[src/rtl/gemm_tile_scheduler_if.sv]
// Control and SRAM/MAC interface of the GeMM tile scheduler.
// master = scheduler side, slave = surrounding datapath / controller.
interface gemm_tile_scheduler_if #(
  parameter int SizeAddrWidth = 8,
  parameter int AddrWidth     = 16
);
  logic                     start_i;
  logic                     stall_i;
  logic [SizeAddrWidth-1:0] M_size_i;
  logic [SizeAddrWidth-1:0] K_size_i;
  logic [SizeAddrWidth-1:0] N_size_i;
  logic [AddrWidth-1:0]     sram_a_addr_o;
  logic [AddrWidth-1:0]     sram_b_addr_o;
  logic                     operand_valid_o;
  logic                     acc_init_o;
  logic                     sram_c_we_o;
  logic [AddrWidth-1:0]     sram_c_addr_o;
  logic                     busy_o;
  logic                     done_o;
  logic [31:0]              perf_cycles_o;
  logic [31:0]              perf_stalls_o;

  modport master (
    input  start_i, stall_i, M_size_i, K_size_i, N_size_i,
    output sram_a_addr_o, sram_b_addr_o, operand_valid_o, acc_init_o,
           sram_c_we_o, sram_c_addr_o, busy_o, done_o,
           perf_cycles_o, perf_stalls_o
  );

  modport slave (
    output start_i, stall_i, M_size_i, K_size_i, N_size_i,
    input  sram_a_addr_o, sram_b_addr_o, operand_valid_o, acc_init_o,
           sram_c_we_o, sram_c_addr_o, busy_o, done_o,
           perf_cycles_o, perf_stalls_o
  );
endinterface

[src/rtl/gemm_tile_scheduler.sv]
// Block-level GeMM loop sequencer (M outer, N middle, K inner) with latency-matched writeback.
// Optional performance counters are enabled by defining GEMM_SCHED_PERF_CNT_EN.
module gemm_tile_scheduler #(
  parameter int SizeAddrWidth = 8,
  parameter int AddrWidth     = 16,
  parameter int ReadLatency   = 1,
  parameter int MacLatency    = 1
) (
  input  logic                  clk_i,
  input  logic                  rst_i,
  gemm_tile_scheduler_if.master sched
);
  localparam int ProdWidth  = 2 * SizeAddrWidth;
  localparam int WbLatency  = ReadLatency + MacLatency;
  localparam int DrainWidth = $clog2(WbLatency + 1);

  typedef enum logic [1:0] {S_IDLE, S_RUN, S_DRAIN, S_DONE} state_t;

  state_t                   r_state, w_next_state;
  logic [SizeAddrWidth-1:0] r_m_size, r_k_size, r_n_size;
  logic [SizeAddrWidth-1:0] r_m, r_n, r_k;
  logic [DrainWidth-1:0]    r_drain_cnt;
  logic                     w_issue, w_busy, w_done, w_start_ok, w_any_zero;
  logic                     w_k_last, w_n_last, w_m_last, w_wb_issue;
  logic [ProdWidth-1:0]     w_a_full, w_b_full, w_c_full;
  logic [AddrWidth-1:0]     w_a_addr, w_b_addr, w_c_addr;
  logic [AddrWidth-1:0]     r_a_hold, r_b_hold;
  logic [ReadLatency-1:0]   r_ov_pipe, r_init_pipe;
  logic [WbLatency-1:0]     r_we_pipe;
  logic [AddrWidth-1:0]     r_c_pipe [WbLatency];

  assign w_start_ok = (r_state == S_IDLE) && sched.start_i;
  assign w_any_zero = (sched.M_size_i == '0) || (sched.K_size_i == '0) ||
                      (sched.N_size_i == '0);
  assign w_k_last   = (r_k == r_k_size - SizeAddrWidth'(1));
  assign w_n_last   = (r_n == r_n_size - SizeAddrWidth'(1));
  assign w_m_last   = (r_m == r_m_size - SizeAddrWidth'(1));
  assign w_wb_issue = w_issue && w_k_last;

  // NOTE: sequential state uses non-blocking assignments so every flop samples pre-edge values.
  always_ff @(posedge clk_i or posedge rst_i) begin
    if (rst_i) r_state <= S_IDLE;
    else       r_state <= w_next_state;
  end

  // NOTE: every combinational output gets a default first so no latch is inferred.
  always_comb begin
    w_next_state = r_state;
    unique case (r_state)
      S_IDLE:  if (sched.start_i) w_next_state = w_any_zero ? S_DONE : S_RUN;
      S_RUN:   if (w_issue && w_k_last && w_n_last && w_m_last) w_next_state = S_DRAIN;
      S_DRAIN: if (r_drain_cnt == DrainWidth'(WbLatency - 1)) w_next_state = S_DONE;
      S_DONE:  w_next_state = S_IDLE;
      default: w_next_state = S_IDLE;
    endcase
  end

  always_comb begin
    w_issue = 1'b0;
    w_busy  = 1'b1;
    w_done  = 1'b0;
    unique case (r_state)
      S_IDLE:  w_busy  = 1'b0;
      S_RUN:   w_issue = !sched.stall_i;
      S_DONE:  w_done  = 1'b1;
      default: ;
    endcase
  end

  // Loop counters: k fastest, then n, then m.
  always_ff @(posedge clk_i or posedge rst_i) begin
    if (rst_i) begin
      r_m_size <= '0;
      r_k_size <= '0;
      r_n_size <= '0;
      r_m      <= '0;
      r_n      <= '0;
      r_k      <= '0;
    end else if (w_start_ok) begin
      r_m_size <= sched.M_size_i;
      r_k_size <= sched.K_size_i;
      r_n_size <= sched.N_size_i;
      r_m      <= '0;
      r_n      <= '0;
      r_k      <= '0;
    end else if (w_issue) begin
      if (w_k_last) begin
        r_k <= '0;
        if (w_n_last) begin
          r_n <= '0;
          r_m <= r_m + SizeAddrWidth'(1);
        end else begin
          r_n <= r_n + SizeAddrWidth'(1);
        end
      end else begin
        r_k <= r_k + SizeAddrWidth'(1);
      end
    end
  end

  always_ff @(posedge clk_i or posedge rst_i) begin
    if (rst_i)                  r_drain_cnt <= '0;
    else if (r_state == S_DRAIN) r_drain_cnt <= r_drain_cnt + DrainWidth'(1);
    else                        r_drain_cnt <= '0;
  end

  assign w_a_full = ProdWidth'(r_m) * ProdWidth'(r_k_size) + ProdWidth'(r_k);
  assign w_b_full = ProdWidth'(r_n) * ProdWidth'(r_k_size) + ProdWidth'(r_k);
  assign w_c_full = ProdWidth'(r_m) * ProdWidth'(r_n_size) + ProdWidth'(r_n);
  assign w_a_addr = AddrWidth'(w_a_full);
  assign w_b_addr = AddrWidth'(w_b_full);
  assign w_c_addr = AddrWidth'(w_c_full);

  // Addresses follow the counters while issuing and hold the last issued value otherwise.
  always_ff @(posedge clk_i or posedge rst_i) begin
    if (rst_i) begin
      r_a_hold <= '0;
      r_b_hold <= '0;
    end else if (w_issue) begin
      r_a_hold <= w_a_addr;
      r_b_hold <= w_b_addr;
    end
  end

  // NOTE: the C-address delay line is reset too, so an aborted job can never emit a stale write.
  always_ff @(posedge clk_i or posedge rst_i) begin
    if (rst_i) begin
      r_ov_pipe   <= '0;
      r_init_pipe <= '0;
      r_we_pipe   <= '0;
      for (int i = 0; i < WbLatency; i++) r_c_pipe[i] <= '0;
    end else begin
      r_ov_pipe[0]   <= w_issue;
      r_init_pipe[0] <= w_issue && (r_k == '0);
      r_we_pipe[0]   <= w_wb_issue;
      r_c_pipe[0]    <= w_wb_issue ? w_c_addr : '0;
      for (int i = 1; i < ReadLatency; i++) begin
        r_ov_pipe[i]   <= r_ov_pipe[i-1];
        r_init_pipe[i] <= r_init_pipe[i-1];
      end
      for (int i = 1; i < WbLatency; i++) begin
        r_we_pipe[i] <= r_we_pipe[i-1];
        r_c_pipe[i]  <= r_c_pipe[i-1];
      end
    end
  end

  assign sched.sram_a_addr_o   = w_issue ? w_a_addr : r_a_hold;
  assign sched.sram_b_addr_o   = w_issue ? w_b_addr : r_b_hold;
  assign sched.operand_valid_o = r_ov_pipe[ReadLatency-1];
  assign sched.acc_init_o      = r_init_pipe[ReadLatency-1];
  assign sched.sram_c_we_o     = r_we_pipe[WbLatency-1];
  assign sched.sram_c_addr_o   = r_c_pipe[WbLatency-1];
  assign sched.busy_o          = w_busy;
  assign sched.done_o          = w_done;

`ifdef GEMM_SCHED_PERF_CNT_EN
  logic [31:0] r_perf_cycles, r_perf_stalls;

  // Saturating counters, cleared by an accepted start and frozen while idle.
  always_ff @(posedge clk_i or posedge rst_i) begin
    if (rst_i) begin
      r_perf_cycles <= '0;
      r_perf_stalls <= '0;
    end else if (w_start_ok) begin
      r_perf_cycles <= '0;
      r_perf_stalls <= '0;
    end else begin
      if (w_busy && (r_perf_cycles != '1))
        r_perf_cycles <= r_perf_cycles + 32'd1;
      if ((r_state == S_RUN) && sched.stall_i && (r_perf_stalls != '1))
        r_perf_stalls <= r_perf_stalls + 32'd1;
    end
  end

  assign sched.perf_cycles_o = r_perf_cycles;
  assign sched.perf_stalls_o = r_perf_stalls;
`else
  assign sched.perf_cycles_o = '0;
  assign sched.perf_stalls_o = '0;
`endif
endmodule

[src/flat_wrapper.sv]
// flat-port wrapper written by rule: the top's interface ports become plain ports
module gemm_tile_scheduler_flat 
#(
  parameter int SizeAddrWidth = 8,
  parameter int AddrWidth     = 16,
  parameter int ReadLatency   = 1,
  parameter int MacLatency    = 1
)
  (clk_i, rst_i, sched_start_i, sched_stall_i, sched_M_size_i, sched_K_size_i, sched_N_size_i, sched_sram_a_addr_o, sched_sram_b_addr_o, sched_operand_valid_o, sched_acc_init_o, sched_sram_c_we_o, sched_sram_c_addr_o, sched_busy_o, sched_done_o, sched_perf_cycles_o, sched_perf_stalls_o);
  gemm_tile_scheduler_if #(.SizeAddrWidth(SizeAddrWidth), .AddrWidth(AddrWidth)) sched_i ();
  input  logic clk_i;
  input  logic rst_i;
  input wire logic [$bits(sched_i.start_i)-1:0] sched_start_i;
  input wire logic [$bits(sched_i.stall_i)-1:0] sched_stall_i;
  input wire logic [$bits(sched_i.M_size_i)-1:0] sched_M_size_i;
  input wire logic [$bits(sched_i.K_size_i)-1:0] sched_K_size_i;
  input wire logic [$bits(sched_i.N_size_i)-1:0] sched_N_size_i;
  output wire logic [$bits(sched_i.sram_a_addr_o)-1:0] sched_sram_a_addr_o;
  output wire logic [$bits(sched_i.sram_b_addr_o)-1:0] sched_sram_b_addr_o;
  output wire logic [$bits(sched_i.operand_valid_o)-1:0] sched_operand_valid_o;
  output wire logic [$bits(sched_i.acc_init_o)-1:0] sched_acc_init_o;
  output wire logic [$bits(sched_i.sram_c_we_o)-1:0] sched_sram_c_we_o;
  output wire logic [$bits(sched_i.sram_c_addr_o)-1:0] sched_sram_c_addr_o;
  output wire logic [$bits(sched_i.busy_o)-1:0] sched_busy_o;
  output wire logic [$bits(sched_i.done_o)-1:0] sched_done_o;
  output wire logic [$bits(sched_i.perf_cycles_o)-1:0] sched_perf_cycles_o;
  output wire logic [$bits(sched_i.perf_stalls_o)-1:0] sched_perf_stalls_o;
  assign sched_i.start_i = sched_start_i;
  assign sched_i.stall_i = sched_stall_i;
  assign sched_i.M_size_i = sched_M_size_i;
  assign sched_i.K_size_i = sched_K_size_i;
  assign sched_i.N_size_i = sched_N_size_i;
  assign sched_sram_a_addr_o = sched_i.sram_a_addr_o;
  assign sched_sram_b_addr_o = sched_i.sram_b_addr_o;
  assign sched_operand_valid_o = sched_i.operand_valid_o;
  assign sched_acc_init_o = sched_i.acc_init_o;
  assign sched_sram_c_we_o = sched_i.sram_c_we_o;
  assign sched_sram_c_addr_o = sched_i.sram_c_addr_o;
  assign sched_busy_o = sched_i.busy_o;
  assign sched_done_o = sched_i.done_o;
  assign sched_perf_cycles_o = sched_i.perf_cycles_o;
  assign sched_perf_stalls_o = sched_i.perf_stalls_o;
  gemm_tile_scheduler #(.SizeAddrWidth(SizeAddrWidth), .AddrWidth(AddrWidth), .ReadLatency(ReadLatency), .MacLatency(MacLatency)) u_core (.clk_i(clk_i), .rst_i(rst_i), .sched(sched_i));
endmodule
[config.mk]
export PLATFORM = sky130hd
export DESIGN_NAME = gemm_tile_scheduler_flat
export DESIGN_NICKNAME = d
export VERILOG_FILES = /design/src/rtl/gemm_tile_scheduler_if.sv /design/src/rtl/gemm_tile_scheduler.sv /design/src/flat_wrapper.sv
export SDC_FILE = /design/constraint.sdc
export NUM_CORES = 1
export LEC_CHECK = 0
export ABC_AREA = 1
export BUFFER_PORTS_ARGS = -buffer_cell sky130_fd_sc_hd__buf_4
export CORE_MARGIN = 8
export CORE_UTILIZATION = 50
export DETAILED_ROUTE_END_ITERATION = 10
export PLACE_DENSITY = 0.7
export SLEW_MARGIN = 20
export SYNTH_ARGS = -nofsm -noshare
export SYNTH_HDL_FRONTEND = slang
export SYNTH_SLANG_ARGS = --single-unit
[constraint.sdc]
create_clock -name clk_i -period 7.95 [get_ports clk_i]
set_input_delay 1.1925 -clock clk_i [delete_from_list [all_inputs] [get_ports clk_i]]
set_output_delay 1.1925 -clock clk_i [all_outputs]
set_load 0.02 [all_outputs]
==> run_results.csv <==
group,metric,value,unit
global_route,antenna_found_initial,0,
synthesis,yosysTopAreaCell,"dfrtp_1",
flow_run,drv_cap,0,
sta,tightest_slew,1.04,ns
sta,fin_crit_sh,0.827,
critical_path,end_kind,"output port",
clocking,clk-insertion-delay-late,0.43,ns
routing,wl,30300,µm
sta,maxSlewViolCount,0,
synthesis,netlist.area_leader.share,0.225,
clocking,clk_path_buf_depth,2,
synthesis,ys_seq_area_frac,0.225,
synthesis,synth_cell_types,43,
die,start_util,0.503,
final_layout,n_fill_cell,2483,
critical_path,timing.rr.start,"u_core.r_k_size[1]",
critical_path,path_depth,18,
routing,wire_per_inst,14.5,µm
routing,ant_nets,0,
sta,fin_worst_skew,0.0104,ns
power_and_ir_drop,switching_share,0.474,
min_path,min_to,"u_core.sched.sram_c_addr_o[3]",
critical_path,r2r_slack,3.04,ns
global_route,grt_pass1_vias,10500,
critical_path,crit_chain,"nand2_1 -> fa_1 -> inv_1 -> fa_1 -> inv_1 -> fa_1 -> fa_1 -> inv_1 -> ha_1 -> nand3_1 -> nand2_1 -> a21oi_1 -> o21ai_0 -> a21oi_1 -> or2_2 -> nand3_1 -> nand2_1 -> buf_4",
min_path,holdPathStages,0,
critical_path,crit_type,"reg -> out",
sta,fin_crit,6.58,ns
global_route,grt_pass1_wl,52200,µm
power_and_ir_drop,powerDensity,232,nW/µm²
power_and_ir_drop,peakVddDrop,0.147,mV
critical_path,required,6.76,ns
sta,setup_viol,0,
sta,slew_headroom,0.306,
min_path,min-delay-start,"u_core.r_c_pipe[19]",
critical_path,cpPeakStageDelay,0.76,ns
critical_path,critPathTopFamily,"adder cells",
synthesis,ys_ff_latch,120,
global_route,gr-usage-all-layers,0.196,
die,die_w,180,µm
synthesis,avgSynthCellArea,7.78,µm²
power_and_ir_drop,combPwrFrac,0.444,
critical_path,r2r-end,"u_core.r_b_hold[13]",
synthesis,synth_cells,1718,
clocking,cts_tree,"built",
placed_design,port-buffer-count,80,
clocking,cts_sinks,120,
clocking,hold_buffers,0,
clocking,cts_root_buf,"clkbuf_16",
critical_path,cp_common_cell,"fa_1",
critical_path,crit_arrival,5.38,ns
final_layout,area_growth,7.10,%
die,ios,145,
power_and_ir_drop,power_frac_seq,0.314,
sta,clock.fmax,152,MHz
final_layout,antennaDiodeCount,0,
critical_path,r2r_cells,17,
power_and_ir_drop,p_switching,1580,µW
routing,firstDrtPassIters,7,
clocking,cts-resized-gates,0,
final_layout,drive_above_1_share,0.0929,
final_layout,finalNetCount,2023,
die,die_h,180,µm
die,core-area,26600,µm²
global_route,grt_max_degree,51,
clocking,cts_buffers,17,
sta,finalHoldViolCount,0,
power_and_ir_drop,p_int,1750,µW
status,status,"completed",
sta,fin_setup_tns,0,ns
die,die_area,32200,µm²
synthesis,post_synth_main_area_contributors,"dfrtp_1, fa_1, nand2_1",
final_layout,stdcell_area,14300,µm²
synthesis,synth_edf_count,0,
placed_design,hpwlAfterDp,23600,µm
critical_path,cp_slowest_cell,"dfrtp_1",
sta,rsz0062_at_grt,"false",
synthesis,ys_async_sr_fraction,1.00,
critical_path,start_kind,"register",
synthesis,ys_dominant_reg_cell,"dfrtp_1",
clocking,htree_levels,4,
min_path,hp-class,"reg -> reg",
placed_design,gp_congestion,0.889,
clocking,path_clk_slew,0.07,ns
synthesis,yosysWarnings,0,
synthesis,synth_area,13400,µm²
routing,avgViaCountPerCell,4.90,
global_route,grt_overflow,0,
routing,vias,10300,
power_and_ir_drop,leakage,0.00876,µW
critical_path,crit_buf_inv,4,
die,rows,60,
routing,drc,0,
critical_path,worstPathMaxFanout,18,
routing,drt_iter0_drc,810,
placed_design,place_area,13700,µm²
final_layout,utilization,0.539,
clocking,cts_setup_buffers,0,
power_and_ir_drop,clock_power_share,0.242,
-- layer usage --
metal,routed length (µm),part of all wire,vias up,global-route usage
met5,0,0,-,0
met4,390,0.013,0,0.0550
met3,2120,0.070,32,0.0468
met2,13900,0.46,319,0.310
met1,13900,0.46,4887,0.265
li1,-,-,5025,-
-- synth_stat cells, types with 2 or more instances --
master	count
nand2_1	459
inv_1	381
fa_1	132
ha_1	121
dfrtp_1	120
buf_4	84
nand3_1	59
nor2_1	54
o21ai_0	54
a21oi_1	40
clkbuf_1	29
xnor2_1	26
xor2_1	25
nor3_1	13
buf_6	11
nand4_1	11
or2_2	11
buf_2	10
o22ai_1	10
buf_1	9
o21ai_2	8
nor4_1	7
inv_2	6
nor2_2	6
a31oi_1	4
nand2_2	4
nor2_4	4
o21bai_1	3
a21o_1	2
nand2_4	2
-- layout by cell type, fill, tap and decap left out, types with 2 or more instances in the layout --
| cell type | Yosys | final |
|---|---|---|
| o21bai_1 | 3 | 3 |
| xor2_1 | 25 | 25 |
| clkinv_2 | 0 | 3 |
| fa_1 | 132 | 132 |
| o21ai_2 | 8 | 8 |
| nand3_1 | 59 | 59 |
| conb_1 | 1 | 64 |
| o22ai_1 | 10 | 10 |
| nand2_4 | 2 | 2 |
| o21ai_0 | 54 | 54 |
| or2_2 | 11 | 11 |
| nor2_2 | 6 | 6 |
| inv_6 | 0 | 3 |
| inv_4 | 1 | 2 |
| nand2_1 | 459 | 459 |
| nor3_1 | 13 | 13 |
| xnor2_1 | 26 | 26 |
| inv_2 | 6 | 6 |
| bufinv_16 | 0 | 2 |
| nand4_1 | 11 | 11 |
| a21o_1 | 2 | 2 |
| inv_1 | 381 | 380 |
| buf_4 | 84 | 85 |
| clkinv_4 | 0 | 5 |
| nor2_1 | 54 | 54 |
| clkbuf_16 | 0 | 17 |
| nor2_4 | 4 | 4 |
| a21oi_1 | 40 | 40 |
| ha_1 | 121 | 121 |
| nor4_1 | 7 | 7 |
| inv_8 | 0 | 2 |
| nand2_2 | 4 | 4 |
| a31oi_1 | 4 | 4 |
| dfrtp_1 | 120 | 120 |
-- flip-flops by register name (all words and copies together), names as in the netlist --
signal                        count
u_core.r_m_size                   8
u_core.r_k                        8
u_core.r_n                        8
u_core.r_we_pipe                  2
u_core.r_c_pipe                  16
u_core.r_b_hold                  16
u_core.r_k_size                   8
u_core.r_n_size                   8
u_core.sched.acc_init_o           1
u_core.r_m                        8
u_core.r_a_hold                  16
u_core.r_drain_cnt                2
u_core.r_state                    2
u_core.sched.operand_valid_o      1
u_core.sched.sram_c_addr_o       16
-- cells by family (layout without fill, tap and decap cells) --
| logic type | Yosys count | after routing | share of synthesized area |
|---|---|---|---|
| AO/OA/AOI/OAI | 126 | 126 | 0.0527 |
| XOR/XNOR | 51 | 51 | 0.0334 |
| adder cells (fa/ha/maj) | 253 | 253 | 0.311 |
| buffers and inverters | 531 | 505 | 0.180 |
| flip-flops | 120 | 120 | 0.225 |
| other | 1 | 64 | 0.000280 |
| AND/OR/NAND/NOR | 636 | 636 | 0.198 |
-- through the flow --
step | total power, µW | hold WS [ns] | setup WS, ns | cells
floorplan | 2150 | 0.331 | 2.13 | 1781
CTS | 3350 | 0.345 | 1.36 | 2096
finish | 3330 | 0.341 | 1.37 | 2096
global route | 3600 | 0.353 | 1.00 | 2096
global placement | 2460 | 0.331 | 1.97 | 2064
detailed placement | 2520 | 0.335 | 1.84 | 2064
-- power by group through the flow --
stage	logic, µW	registers, µW	clock network [µW]
floorplan	1340	816	0
CTS	1490	1040	820
finish	1480	1040	805
global route	1690	1070	843
detailed placement	1470	1050	0
global placement	1430	1030	0
-- final cells by class --
cell class                      instances  area [µm²]  area share
Clock inverter                         15         168      0.0117
Sequential cell                       120        3000       0.210
Multi-Input combinational cell       1130        8200       0.573
Tap cell                              341         427      0.0298
Clock buffer                           17         425      0.0297
Inverter                              388        1460       0.102
Timing Repair Buffer                   85         638      0.0446
-- worst max path at each step --
stage | start | end
after floorplan | u_core.r_m[6] | sched_sram_a_addr_o[11]
after detailed placement | u_core.r_k_size[1] | sched_sram_b_addr_o[13]
after global placement | u_core.r_m[6] | sched_sram_a_addr_o[13]
after CTS | u_core.r_k_size[1] | sched_sram_b_addr_o[13]
final | u_core.r_k_size[1] | sched_sram_b_addr_o[13]
after global routing | u_core.r_k_size[0] | sched_sram_b_addr_o[13]
-- worst reg2reg max path, delay by kind of cell, from the launching register on --
family / cells / cell delay (ns)
DFF: 1 / 0.76
AOI/OAI and AO/OA: 3 / 0.58
buffers and inverters: 3 / 0.15
adders and majority gates: 5 / 2.42
and+or+nand+nor: 6 / 0.88
No activity file was read; power rests on OpenSTA's default activity.
